`config.mk`:
```
export PLATFORM = sky130hd
export DESIGN_NAME = spi_readout_word_packer_flat
export DESIGN_NICKNAME = d
export VERILOG_FILES = /design/src/rtl/spi_readout_word_packer_if.sv /design/src/rtl/spi_readout_word_packer.sv /design/src/flat_wrapper.sv
export SDC_FILE = /design/constraint.sdc
export NUM_CORES = 1
export LEC_CHECK = 0
export BUFFER_PORTS_ARGS = -buffer_cell sky130_fd_sc_hd__buf_4
export CORE_MARGIN = 2
export CORE_UTILIZATION = 45
export DETAILED_ROUTE_END_ITERATION = 10
export PLACE_DENSITY = 0.68
export REMOVE_ABC_BUFFERS = 1
export SETUP_SLACK_MARGIN = 0.02
export SLEW_MARGIN = 20
export SYNTH_ARGS = -nofsm -noshare
export SYNTH_HDL_FRONTEND = slang
export SYNTH_SLANG_ARGS = --single-unit
```
`constraint.sdc`:
```
create_clock -name i_clk -period 7.97 [get_ports i_clk]
set_input_delay 0.797 -clock i_clk [delete_from_list [all_inputs] [get_ports i_clk]]
set_output_delay 0.797 -clock i_clk [all_outputs]
set_load 0.01 [all_outputs]
```
`src/rtl/spi_readout_word_packer_if.sv`:
```
// Byte-in / word-out bus of the SPI readout word packer.
// slave = packer side, master = byte source plus FIFO write port.
interface spi_readout_word_packer_if;
    logic        byte_valid;
    logic [7:0]  byte_data;
    logic        fifo_full;
    logic [63:0] fifo_din;
    logic        fifo_wr_en;

    modport master (output byte_valid, byte_data, fifo_full,
                    input  fifo_din, fifo_wr_en);
    modport slave  (input  byte_valid, byte_data, fifo_full,
                    output fifo_din, fifo_wr_en);
endinterface

```
`src/rtl/spi_readout_word_packer.sv`:
```
// Packs the SPI MISO byte stream into 64-bit SPI read FIFO words; byte 0 is the LSB.
// Optional SPI_PACK_IDLE_FILTER_EN discards IDLE_BYTE codes before packing.
module spi_readout_word_packer #(
    parameter logic [7:0] IDLE_BYTE      = 8'hBC,
    parameter int         TIMEOUT_CYCLES = 1024,
    parameter int         CNT_W          = 16
) (
    input  logic                 i_clk,
    input  logic                 i_res_n,
    input  logic                 i_enable,
    input  logic                 i_flush_req,
    input  logic                 i_clear_drops,
    spi_readout_word_packer_if.slave bus,
    output logic [CNT_W-1:0]     o_drop_count,
    output logic                 o_busy
);
    localparam logic [0:0]       ST_ACC  = 1'b0;
    localparam logic [0:0]       ST_EMIT = 1'b1;
    localparam logic [CNT_W-1:0] TMO_LIM = CNT_W'(TIMEOUT_CYCLES);
    localparam bit               TMO_EN  = (TIMEOUT_CYCLES != 0);

    logic [0:0]       r_state;
    logic [2:0]       r_cnt;
    logic [63:0]      r_word;
    logic [CNT_W-1:0] r_tmo;
    logic [CNT_W-1:0] r_drops;

    logic        w_byte_in;
    logic        w_wr;
    logic        w_accept;
    logic        w_drop;
    logic [2:0]  w_slot;
    logic [3:0]  w_fill;
    logic        w_tmo_hit;
    logic        w_flush;
    logic        w_to_emit;
    logic [63:0] w_word_nxt;

`ifdef SPI_PACK_IDLE_FILTER_EN
    assign w_byte_in = bus.byte_valid & i_enable & (bus.byte_data != IDLE_BYTE);
`else
    assign w_byte_in = bus.byte_valid & i_enable;
`endif

    assign w_wr     = (r_state == ST_EMIT) & ~bus.fifo_full;
    assign w_accept = w_byte_in & ((r_state == ST_ACC) | w_wr);
    assign w_drop   = w_byte_in & ~w_accept;

    // A byte taken during the write cycle starts the next word at slot 0.
    assign w_slot    = (r_state == ST_ACC) ? r_cnt : 3'd0;
    assign w_fill    = {1'b0, w_slot} + {3'd0, w_accept};
    assign w_tmo_hit = TMO_EN && (r_state == ST_ACC) && (r_cnt != 3'd0) &&
                       (r_tmo == TMO_LIM) && !w_accept;
    assign w_flush   = (r_state == ST_ACC) & (i_flush_req | w_tmo_hit) & (w_fill != 4'd0);
    assign w_to_emit = (r_state == ST_ACC) & (w_fill[3] | w_flush);

    always_comb begin
        w_word_nxt = r_word;
        if (w_accept)
            w_word_nxt[{w_slot, 3'b000} +: 8] = bus.byte_data;
        for (int k = 0; k < 8; k++) begin
            if (w_flush && (4'(k) >= w_fill))
                w_word_nxt[8*k +: 8] = IDLE_BYTE;
        end
    end

    always_ff @(posedge i_clk) begin
        if (!i_res_n) begin
            r_state <= ST_ACC;
            r_cnt   <= 3'd0;
            r_word  <= 64'h0;
            r_tmo   <= '0;
            r_drops <= '0;
        end else begin
            r_word <= w_word_nxt;
            if (w_to_emit)
                r_state <= ST_EMIT;
            else if (w_wr)
                r_state <= ST_ACC;
            r_cnt <= w_to_emit ? 3'd0 : w_fill[2:0];

            if (TMO_EN && (r_state == ST_ACC) && !w_to_emit && !w_accept && (r_cnt != 3'd0))
                r_tmo <= r_tmo + 1'b1;
            else
                r_tmo <= '0;

            // Clearing in a drop cycle still records that drop.
            if (i_clear_drops)
                r_drops <= {{(CNT_W-1){1'b0}}, w_drop};
            else if (w_drop && !(&r_drops))
                r_drops <= r_drops + 1'b1;
        end
    end

    assign bus.fifo_din   = r_word;
    assign bus.fifo_wr_en = w_wr;
    assign o_drop_count   = r_drops;
    assign o_busy         = (r_state == ST_EMIT) | (r_cnt != 3'd0);
endmodule
```
`src/flat_wrapper.sv`:
```
// flat-port wrapper written by rule: the top's interface ports become plain ports
module spi_readout_word_packer_flat 
#(
    parameter logic [7:0] IDLE_BYTE      = 8'hBC,
    parameter int         TIMEOUT_CYCLES = 1024,
    parameter int         CNT_W          = 16
)
  (i_clk, i_res_n, i_enable, i_flush_req, i_clear_drops, o_drop_count, o_busy, bus_byte_valid, bus_byte_data, bus_fifo_full, bus_fifo_din, bus_fifo_wr_en);
  spi_readout_word_packer_if bus_i ();
  input  logic i_clk;
  input  logic i_res_n;
  input  logic i_enable;
  input  logic i_flush_req;
  input  logic i_clear_drops;
  output logic [CNT_W-1:0] o_drop_count;
  output logic o_busy;
  input wire logic [$bits(bus_i.byte_valid)-1:0] bus_byte_valid;
  input wire logic [$bits(bus_i.byte_data)-1:0] bus_byte_data;
  input wire logic [$bits(bus_i.fifo_full)-1:0] bus_fifo_full;
  output wire logic [$bits(bus_i.fifo_din)-1:0] bus_fifo_din;
  output wire logic [$bits(bus_i.fifo_wr_en)-1:0] bus_fifo_wr_en;
  assign bus_i.byte_valid = bus_byte_valid;
  assign bus_i.byte_data = bus_byte_data;
  assign bus_i.fifo_full = bus_fifo_full;
  assign bus_fifo_din = bus_i.fifo_din;
  assign bus_fifo_wr_en = bus_i.fifo_wr_en;
  spi_readout_word_packer #(.IDLE_BYTE(IDLE_BYTE), .TIMEOUT_CYCLES(TIMEOUT_CYCLES), .CNT_W(CNT_W)) u_core (.i_clk(i_clk), .i_res_n(i_res_n), .i_enable(i_enable), .i_flush_req(i_flush_req), .i_clear_drops(i_clear_drops), .bus(bus_i), .o_drop_count(o_drop_count), .o_busy(o_busy));
endmodule
```
## After elaboration in Yosys (flattened, before gate mapping)

Cells that the tools add are included.

| cells by class | value |
|---|---|
| add/subtract/negate cells | 4 |
| magnitude comparators | 8 |
| equal/unequal tests | 1 |
| shift operators | 2 |
| mux-type cells | 15 |
| bitwise operators | 15 |
| reductions and logical operators | 42 |

Operators by type and width:

| cell | count |
|---|---|
| bitwise mux 64 bit | 1 |
| two-way mux 64 bit | 1 |
| two-way mux 8 bit | 8 |
| variable shift 8 x 8 -> 64 bit (first input constant) | 1 |
| indexed part select 8 x 8 -> 64 bit | 1 |
| adder 16 x 1 -> 16 bit (second input constant) | 2 |
| nonzero test 2 bit | 10 |
| OR reduction 2 bit | 10 |
| equality test 16 x 11 -> 1 bit (second input constant) | 1 |
| greater-or-equal comparator 3 x 4 -> 1 bit (first input constant) | 4 |
| AND reduction 16 bit | 1 |
| logical AND 1 bit | 15 |
| greater-or-equal comparator 1 x 4 -> 1 bit (first input constant) | 2 |
| greater-or-equal comparator 2 x 4 -> 1 bit (first input constant) | 2 |
| negation 6 -> 8 bit | 1 |
| bitwise AND 1 bit | 7 |
| adder 3 x 1 -> 4 bit | 1 |
| two-way mux 1 bit | 4 |
| NOT 1 bit | 4 |
| bitwise OR 1 bit | 4 |
| nonzero test 4 bit | 1 |
| logical NOT 1 bit | 3 |
| two-way mux 3 bit | 1 |
| nonzero test 3 bit | 1 |
| AND reduction 2 bit | 1 |

| word-level totals | value |
|---|---|
| flip-flop bits (word level) | 100 |
| logic and storage cells | 108 |

## Longest topological paths before layout

Gate-level depths: netlist of run 1.

| depth | value |
|---|---|
| word-level depth | 16 |
| depth in mapped cells | 11 |

## Worst setup path after synthesis of run 1

OpenSTA, ideal clock, no wires.

| timing path | value |
|---|---|
| path kind | input port to flip-flop |
| from | input port bus_byte_valid |
| to | register u_core.r_tmo[10] |
| setup time | 0.064 ns |
| data arrival time | 2.855 ns |
| slack | 5.051 ns |
| cell stages on the path | 9 |
| path through | nand2_1 > a21oi_1 > ha_1 > ha_1 > nor2_1 > o21ai_1 > a211o_1 > buf_2 > nor2_1 |

RTL lines:

| item | RTL line | text |
|---|---|---|
| start: declaration | flat_wrapper.sv:17 | `input wire logic [$bits(bus_i.byte_valid)-1:0] bus_byte_valid;` |
| bitwise AND 1 bit | spi_readout_word_packer.sv:42 | `assign w_byte_in = bus.byte_valid & i_enable;` |
| bitwise AND 1 bit | spi_readout_word_packer.sv:46 | `assign w_accept = w_byte_in & ((r_state == ST_ACC) \| w_wr);` |
| adder 3 x 1 -> 4 bit | spi_readout_word_packer.sv:51 | `assign w_fill = {1'b0, w_slot} + {3'd0, w_accept};` |
| named net u_core.w_fill[1] | spi_readout_word_packer.sv:33 | `logic [3:0] w_fill;` |
| nonzero test 4 bit | spi_readout_word_packer.sv:54 | `assign w_flush = (r_state == ST_ACC) & (i_flush_req \| w_tmo_hit) & (w_fill != 4'd0);` |
| bitwise AND 1 bit | spi_readout_word_packer.sv:54 |  |
| bitwise OR 1 bit | spi_readout_word_packer.sv:55 | `assign w_to_emit = (r_state == ST_ACC) & (w_fill[3] \| w_flush);` |
| bitwise AND 1 bit | spi_readout_word_packer.sv:55 |  |
| logical NOT 1 bit | spi_readout_word_packer.sv:82 | `if (TMO_EN && (r_state == ST_ACC) && !w_to_emit && !w_accept && (r_cnt != 3'd0))` |
| logical AND 1 bit (3 in series) | spi_readout_word_packer.sv:82 |  |
| AND reduction 2 bit (no line) | n/a |  |
| end signal: assignment | spi_readout_word_packer.sv:83 | `r_tmo <= r_tmo + 1'b1;` |
| end: declaration | spi_readout_word_packer.sv:25 | `logic [CNT_W-1:0] r_tmo;` |

The timed path passes the listed nets, and every way through them passes these cells.
A chain may end at the register's enable or synchronous reset.

## Final worst setup path of run 1

| timing path | value |
|---|---|
| from | register u_core.r_state |
| to | register u_core.r_tmo[5] |

RTL lines:

| item | RTL line | text |
|---|---|---|
| start: declaration | spi_readout_word_packer.sv:22 | `logic [0:0] r_state;` |
| start signal: assignment | spi_readout_word_packer.sv:69 | `r_state <= ST_ACC;` |
| start signal: assignment | spi_readout_word_packer.sv:77 | `r_state <= ST_EMIT;` |
| start signal: assignment | spi_readout_word_packer.sv:79 | `r_state <= ST_ACC;` |
| bitwise AND 1 bit or NOT 1 bit (tied branches) | spi_readout_word_packer.sv:45, spi_readout_word_packer.sv:46 |  |
| bitwise OR 1 bit | spi_readout_word_packer.sv:46 |  |
| bitwise AND 1 bit | spi_readout_word_packer.sv:46 |  |
| adder 3 x 1 -> 4 bit (*) | spi_readout_word_packer.sv:51 |  |
| named net u_core.w_fill[1] | spi_readout_word_packer.sv:33 |  |
| nonzero test 4 bit (*) | spi_readout_word_packer.sv:54 |  |
| bitwise AND 1 bit (*) | spi_readout_word_packer.sv:54 |  |
| bitwise OR 1 bit (*) | spi_readout_word_packer.sv:55 |  |
| bitwise AND 1 bit (*) | spi_readout_word_packer.sv:55 |  |
| logical NOT 1 bit (*) | spi_readout_word_packer.sv:82 |  |
| logical AND 1 bit (*) (3 in series) | spi_readout_word_packer.sv:82 |  |
| AND reduction 2 bit (no line) (*) | n/a |  |

Mark *: on every way through the listed nets, which the timed path passes. The rest lies on a longest branch.

==> results of run 1 <==
synthesized netlist by cell type, types with 8 or more instances:
library cell / instances / area, um^2
nand4_1: 9 / 56.3
inv_1: 11 / 41.3
nand3_1: 26 / 130
dfxtp_1: 100 / 2000
xor2_1: 8 / 70.1
mux2i_1: 46 / 460
o21ai_0: 24 / 120
nor2_1: 57 / 214
a21oi_1: 22 / 110
xnor2_1: 21 / 184
and3_1: 23 / 144
nor3_1: 9 / 45.0
and2_1: 13 / 81.3
ha_1: 10 / 125
nor4_1: 8 / 50.1
nand2_1: 42 / 158
clkbuf_1: 13 / 48.8
o22ai_1: 14 / 87.6
logic make-up (layout without fill, tap and decap cells):
group,count (synthesis),after routing,synth area share
mux,46,46,0.102
flops,100,100,0.442
xor+xnor,29,29,0.0560
buf+inv,27,126,0.0259
compound gates,76,76,0.102
fa+ha+maj,10,10,0.0276
simple gates,216,216,0.245
per-layer routing:
layer	GRT usage	vias up	part of all wire
li1	-	1985	-
met1	0.287	1870	0.46
met2	0.331	115	0.47
met3	0.0351	11	0.047
met4	0.0859	0	0.017
met5	0	-	0
worst max-delay path by stage:
stage | endpoint | slack, ps | cells after the start
5_1_grt | u_core.r_tmo[13] | 4250 | 8
4_1_cts | u_core.r_tmo[5] | 4590 | 8
3_3_place_gp | u_core.r_tmo[12] | 4630 | 9
2_1_floorplan | u_core.r_tmo[10] | 5110 | 8
6_report | u_core.r_tmo[5] | 4540 | 8
3_5_place_dp | u_core.r_tmo[5] | 4460 | 9
state kept, by name (all words and copies together) (netlist names):
register             cells
u_core.o_drop_count     16
u_core.r_tmo            16
u_core.bus.fifo_din     64
u_core.r_cnt             3
u_core.r_state           1
power by group:
group | leakage [nW] | switching, mW | total (mW) | internal, mW
registers | 0.812 | 0.0179 | 0.545 | 0.527
clock network | 0.0962 | 0.175 | 0.320 | 0.145
logic | 1.62 | 0.0912 | 0.163 | 0.0713
total | 2.53 | 0.284 | 1.03 | 0.744
worst max-delay path: stages, from the launching register on:
cell      delay [ps]
dfxtp_1          640
nand2b_1         250
inv_1            220
ha_1             300
ha_1             390
nor2_1           410
o21ai_1          380
a211o_1          590
nor2_1           180
final cells by class:
cell class	count	area (um^2)	share of cell area
Multi-Input combinational cell	377	2430	0.435
Sequential cell	100	2000	0.359
Timing Repair Buffer	99	743	0.133
Tap cell	133	166	0.0299
Clock buffer	10	128	0.0229
Clock inverter	6	65.1	0.0117
Inverter	11	41.3	0.00741
stage by stage:
step                      hold WS (ps)  setup slack, ps  power, mW  utilization
after detailed placement           452             4460      0.718        0.550
after CTS                          465             4590       1.03        0.569
after global placement             449             4630      0.713        0.550
after floorplan                    441             5110      0.638            -
final                              464             4540       1.03        0.570
after global routing               502             4250       1.07        0.570
==> metrics.yaml, run 1 <==
run_status:
  status: "finished, final reports clean"
clock_network:
  clock_path_buffers: 2
  clock_latency_ps: 360
  cts_setup_buffers: 0
  cts_resized: 0
  clock_sinks: 100
  clk_pin_slew_worst_paths_ps: 100
  holdBufCountCts: 0
  cts_tree: "yes"
  clockRootBuffer: "clkbuf_8"
  h-tree-depth: 3
  cts-buffers-inserted: 9
place:
  placed_area_mm2: 0.00537
  gp_congestion: 0.899
  port_buffers: 96
  dp_hpwl_um: 8520
  dp_cells: 720
timing:
  clock.fmax_ghz: 0.292
  setup-tns-final_ps: 0
  finClkSkew_ps: 13.6
  min_period_over_period: 0.430
  relSlewSlack: 0.369
  worst_pin_slew_ps: 936
  hold_viol_final: 0
  rsz0062_at_grt: "false"
  fin_crit_ps: 3430
  final_max_slew_viol_count: 0
  setup_viol: 0
worst_hold_path:
  hold_path_end: "u_core.bus.fifo_din[16]"
  worstHoldStart: "u_core.bus.fifo_din[16]"
  hold_depth: 2
  hold_class: "flop to flop"
die:
  core_mm2: 0.00977
  die_area_mm2: 0.0109
  die_x_um: 104
  start_util: 0.464
  die_h_um: 104
  pin_count: 97
  rows: 36
routing:
  via_per_inst: 5.41
  drt_iter0_drc: 251
  drtAntennaViolNets: 0
  post-route-drc-count: 0
  post_drt_wl_per_cell_um: 15.6
  num_vias: 3981
  drt-pass1-iter-count: 5
  routed_wl_um: 11500
critical_path:
  endpoint_kind: "flop"
  worstSetupStartpoint: "u_core.r_state"
  cp_data_required_time_ps: 8270
  worstPathArrival_ps: 3720
  crit_fanout: 16
  start_kind: "flop"
  rrSetupSlack_ps: 4540
  r2r_cells: 8
  reg2reg_to: "u_core.r_tmo[5]"
  r2r-start: "u_core.r_state"
  worstSetupPathType: "flop to flop"
logic_synthesis:
  seq_area_frac_synth: 0.442
  syn_inst: 504
  syn_avg_cell_area_um2: 8.99
  ys_ff_latch: 100
  synth_edf_count: 0
  synthArstFlopShare: 0
  syn_area_mm2: 0.00453
  synth_warnings: 0
  synth_ff_type: "dfxtp_1"
  synth_cell_type_count: 42
layout:
  design_area_mm2: 0.00557
  final_cell_mix: "100 x dfxtp_1, 99 x buf_4, 57 x nor2_1"
  area_growth_pct: 22.9
  final_common_cell: "dfxtp_1"
  fillers: 895
  fin_nets: 623
  layoutNonFillerInstCount: 736
  drive_above_1_share: 0.204
  antennaDiodeCount: 0
global_route:
  grt_pass1_wl_um: 18800
  grt_antenna_before_repair: 0
  grt_usage: 0.211
  grt_pass1_vias: 3697
  grt_max_degree: 34
  grt_overflow: 0
power:
  vdd_drop_max_mv: 0.118
  power_density_mw_per_mm2: 184
  p_leak_nw: 2.53
run:
  maxCapViolations: 0
Power figures use the tool's default switching activity.
==> run 2: changes to the inputs <==
Settings changed: ABC_AREA set to 1.
Clock period 7.97 ns to 3.55 ns, I/O delays scaled along.
==> run 2 against run 1 <==
Register-to-register slack worse by 3700 ps. Worst hold slack worse by 160 ps. Sequential power is 120% higher. First-iteration DRC count is 8.8% lower. Non-clock buffer count is 2 lower. Maximum frequency is 28% higher. Total power is 130% higher. Synthesized cell count is 30% higher. Count of clock-buffer cells in the layout is 1 lower. Critical path type unchanged. Critical endpoint is now u_core.bus.fifo_din[48]. Largest cell class unchanged.
==> metrics.yaml, run 2 <==
critical_path:
  critPathMaxStageDelay_ps: 680
  worstSetupPathType: "flop to flop"
  crit_fanout: 13
  critPathSlowestCell: "nor3_2"
  crit_chain: "inv_1, nor2_1, inv_1, ha_1, ha_1, inv_1, nand2_1, nor3_2, mux2i_1, nor2_1"
  endpoint_kind: "flop"
  worstPathArrival_ps: 2940
  critPathMostFrequentCell: "inv_1"
  cp_data_required_time_ps: 3810
  start_kind: "flop"
layout:
  final_common_cell: "nand2_1"
  largest_register_ff_count: 64
  final_cell_mix: "145 x nand2_1, 108 x nor2_1, 100 x dfxtp_1"
  area_growth_pct: 21.9
  fin_nets: 771
  antennaDiodeCount: 0
  regArea_mm2: 0.00200
  fillers: 981
  layoutNonFillerInstCount: 886
  design_area_mm2: 0.00574
  final_util: 0.561
  drive_above_1_share: 0.188
  multi_input_area_mm2: 0.00236
die:
  start_util: 0.460
  die_x_um: 106
  pin_count: 97
  die_area_mm2: 0.0113
  rows: 37
  die_h_um: 106
  core_mm2: 0.0102
timing:
  final_max_slew_viol_count: 0
  holdWs_ps: 300
  rsz0062_at_grt: "false"
  finClkSkew_ps: 12.0
  setup_viol: 0
  fin_crit_ps: 2680
  hold_viol_final: 0
  relSlewSlack: 0.461
  setup-tns-final_ps: 0
  worst_pin_slew_ps: 804
  setup_ws_ps: 866
  min_period_over_period: 0.756
  clock.fmax_ghz: 0.373
power:
  power_density_mw_per_mm2: 410
  p_leak_nw: 2.39
  power_mw: 2.36
  vdd_drop_max_mv: 0.174
run:
  maxCapViolations: 0
clock_network:
  cts_setup_buffers: 0
  h-tree-depth: 3
  clock_sinks: 100
  cts_resized: 0
  cts_tree: "yes"
  cts-buffers-inserted: 9
  holdBufCountCts: 0
  clock_latency_ps: 360
  clk_pin_slew_worst_paths_ps: 90
  clock_path_buffers: 2
  clockRootBuffer: "clkbuf_8"
logic_synthesis:
  yosysTopAreaCellShare: 0.425
  syn_inst: 653
  seq_area_frac_synth: 0.425
  ys_top_cells_by_area: "dfxtp_1 43%, nand2_1 12%, nor2_1 8.6%"
  synth_cell_type_count: 33
  synth_warnings: 0
  ys_ff_latch: 100
  synthArstFlopShare: 0
  yosysTopAreaCell: "dfxtp_1"
  synth_ff_type: "dfxtp_1"
  yosysMostFrequentCell: "nand2_1"
  syn_avg_cell_area_um2: 7.21
  yosys-top-cells-count: "145 x nand2_1, 108 x nor2_1, 100 x dfxtp_1, 65 x inv_1, 59 x a21oi_1"
  synth_edf_count: 0
  syn_area_mm2: 0.00471
routing:
  num_vias: 4385
  post_drt_wl_per_cell_um: 12.7
  drt_iter0_drc: 229
  drtAntennaViolNets: 0
  post-route-drc-count: 0
  via_per_inst: 4.95
  routed_wl_um: 11300
  drt-pass1-iter-count: 4
global_route:
  grt_antenna_before_repair: 0
  grt_pass1_wl_um: 18500
  grt_usage: 0.202
  grt_max_degree: 24
  grt_pass1_vias: 3975
  grt_overflow: 0
place:
  dp_worst_setup_slack_ps: 904
  dp_hpwl_um: 8530
  gp_congestion: 0.849
  dp_cells: 871
  port_buffers: 96
  placed_area_mm2: 0.00553
worst_hold_path:
  hold_class: "primary input to flop"
run_status:
  status: "finished, final reports clean"
## run 2: changes by cell type after synthesis, moves of 14 or more
cell / delta
nand2_1: +103
inv_1: +54
nor2_1: +51
mux2i_1: -40
a21oi_1: +37
and3_1: -22
o21ai_0: +17
o22ai_1: -14
xnor2_1: -14
## run 2: cell families (layout without fill, tap and decap cells)
family          count (synthesis)  count (layout)  synth area share
compound gates                108             108             0.116
xor+xnor                       24              24            0.0446
fa+ha+maj                      10              10            0.0266
buf+inv                        85             182            0.0731
flops                         100             100             0.425
mux                             6               6            0.0128
simple gates                  320             320             0.302
## run 2: power breakdown
group	total, mW	switching (mW)	leakage [nW]	internal [mW]
Sequential	1.22	0.0369	0.812	1.18
Combinational	0.353	0.209	1.48	0.144
Clock	0.784	0.390	0.102	0.394
Total	2.36	0.636	2.39	1.72
## run 2: worst max-delay path, delay by kind of cell, from the launching register on
family	cells	cell delay (ps)
adder cells (fa/ha/maj)	2	490
buffers and inverters	3	320
flip-flops	1	410
multiplexers	1	280
AND/OR/NAND/NOR	4	1080
## run 2: metal layers
| layer | vias up | GRT usage | wire length (um) |
|---|---|---|---|
| li1 | 2274 | - | - |
| met1 | 1994 | 0.258 | 5110 |
| met2 | 103 | 0.339 | 5420 |
| met3 | 14 | 0.0490 | 634 |
| met4 | 0 | 0.0592 | 121 |
| met5 | - | 0 | 0 |
## run 2: final timing paths
path | startpoint | endpoint | slack, ps | depth (start not counted)
setup / recovery | u_core.r_cnt[1] | u_core.bus.fifo_din[48] | 870 | 10
hold / removal | bus_byte_data[6] | u_core.bus.fifo_din[38] | 300 | 3
setup reg to reg | u_core.r_cnt[1] | u_core.bus.fifo_din[48] | 870 | 10
hold reg to reg | u_core.r_tmo[0] | u_core.r_tmo[0] | 470 | 1
## run 2: final cells by class
class                           count  area share
Sequential cell                   100       0.349
Inverter                           70      0.0458
Timing Repair Buffer               97       0.127
Multi-Input combinational cell    468       0.412
Tap cell                          136      0.0296
Clock buffer                        9      0.0216
Clock inverter                      6      0.0155
==> run 3: changes to the inputs <==
Clock period 3.55 ns to 2.75 ns, I/O delays scaled along.
==> run 3 against run 2 <==
Core utilization grew 0.17 points. Total power grew 26%. Die area stayed put. Global-route usage is 0.54 points higher. Largest power group unchanged. Largest cell class unchanged. Worst hold slack worse by 91 ps. First-iteration DRC count decreased by 6.6%. Combinational power grew 30%.
==> metrics.yaml, run 3 (same netlist as run 2, synthesis figures left out) <==
timing:
  finClkSkew_ps: 13.8
  setup_viol: 0
  relSlewSlack: 0.668
  min_period_over_period: 0.902
  setup-tns-final_ps: 0
  setup_ws_ps: 268
  worst_pin_slew_ps: 496
  hold_viol_final: 0
  holdWs_ps: 210
  clock.fmax_ghz: 0.403
  fin_crit_ps: 2480
  rsz0062_at_grt: "false"
  final_max_slew_viol_count: 0
critical_path:
  worstSetupPathType: "flop to flop"
  critPathMaxStageDelay_ps: 410
  critPathMostFrequentCell: "nand2_1"
  critPathSlowestCell: "dfxtp_2"
  cp_data_required_time_ps: 3060
  endpoint_kind: "flop"
  worstPathArrival_ps: 2790
  crit_fanout: 8
  crit_chain: "nand2_1, nand3_4, inv_1, ha_1, ha_1, nor2_1, nand2_1, nor2_2, nor2_4, nand2_2, inv_1, nand2_1, nand2_1, nor2_1"
  start_kind: "flop"
run:
  maxCapViolations: 0
layout:
  design_area_mm2: 0.00576
  antennaDiodeCount: 0
  largest_register_ff_count: 64
  drive_above_1_share: 0.192
  final_common_cell: "nand2_1"
  layoutNonFillerInstCount: 891
  final_cell_mix: "145 x nand2_1, 108 x nor2_1, 101 x buf_4"
  area_growth_pct: 22.2
  fin_nets: 775
routing:
  post-route-drc-count: 0
  routed_wl_um: 11400
  drt_iter0_drc: 214
  via_per_inst: 4.91
  post_drt_wl_per_cell_um: 12.8
  drtAntennaViolNets: 0
  drt-pass1-iter-count: 5
  num_vias: 4375
die:
  start_util: 0.460
  die_area_mm2: 0.0113
  die_h_um: 106
  die_x_um: 106
  core_mm2: 0.0102
  rows: 37
  pin_count: 97
clock_network:
  clock_sinks: 100
  clk_pin_slew_worst_paths_ps: 90
  cts_setup_buffers: 0
  clock_path_buffers: 2
  clock_latency_ps: 370
  cts_tree: "yes"
  cts-buffers-inserted: 9
  h-tree-depth: 3
  clockRootBuffer: "clkbuf_8"
global_route:
  grt_max_degree: 27
  grt_antenna_before_repair: 0
  grt_usage: 0.208
  grt_pass1_wl_um: 18800
  grt_pass1_vias: 4011
  grt_overflow: 0
power:
  power_density_mw_per_mm2: 516
  vdd_drop_max_mv: 0.248
  p_leak_nw: 2.41
place:
  placed_area_mm2: 0.00556
  gp_congestion: 0.829
  dp_hpwl_um: 8630
  dp_cells: 875
  port_buffers: 96
  dp_worst_setup_slack_ps: 197
worst_hold_path:
  hold_class: "primary input to flop"
run_status:
  status: "finished, final reports clean"
==> run 3: cell type report <==
class / count / area [um^2]
fillers: 985 / 4470
clock buffers: 12 / 145
flip-flops and latches: 100 / 2000
inverters: 70 / 263
well taps: 136 / 170
multi-input cells: 468 / 2370
repair buffers: 101 / 758
clock inverters: 4 / 48.8
==> run 3: metal layers <==
layer / vias to the layer above / wire length [um] / share of wire / track usage
met1: 1959 / 5090 / 0.44 / 0.263
li1: 2276 / - / - / -
met4: 0 / 201 / 0.018 / 0.0874
met5: - / 0 / 0 / 0
met3: 15 / 716 / 0.063 / 0.0399
met2: 125 / 5440 / 0.47 / 0.346
==> run 3: what timing repair did <==
| item | CTS | global route |
|---|---|---|
| setup endpoints to repair | 0 | 26 |
| hold buffers | 0 | 0 |
| resized for setup | 0 | 2 |
==> run 3: worst paths after layout <==
path | from | end | cells after the start | slack [ps]
max | u_core.r_state | u_core.bus.fifo_din[9] | 14 | 270
max reg2reg | u_core.r_state | u_core.bus.fifo_din[9] | 14 | 270
min reg2reg | u_core.bus.fifo_din[56] | u_core.bus.fifo_din[56] | 2 | 470
min | bus_byte_data[0] | u_core.bus.fifo_din[32] | 3 | 210
==> run 3: per-stage QoR <==
step,util,total power [mW]
after global routing,0.563,3.11
after floorplan,-,1.85
final,0.563,2.97
after global placement,0.543,2.06
after detailed placement,0.543,2.06
after CTS,0.562,3.00
==> run 3: report_power, final <==
group	internal (mW)	leakage, nW	switching, mW
Sequential	1.53	0.813	0.0474
Combinational	0.188	1.50	0.271
Clock	0.445	0.100	0.491
Total	2.16	2.41	0.809
==> run 3: worst max-delay path, delay by kind of cell (launching register included) <==
family | cells | cell delay (ps)
flip-flops | 1 | 410
adder cells (fa/ha/maj) | 2 | 630
AND/OR/NAND/NOR | 10 | 1250
buffers and inverters | 2 | 140
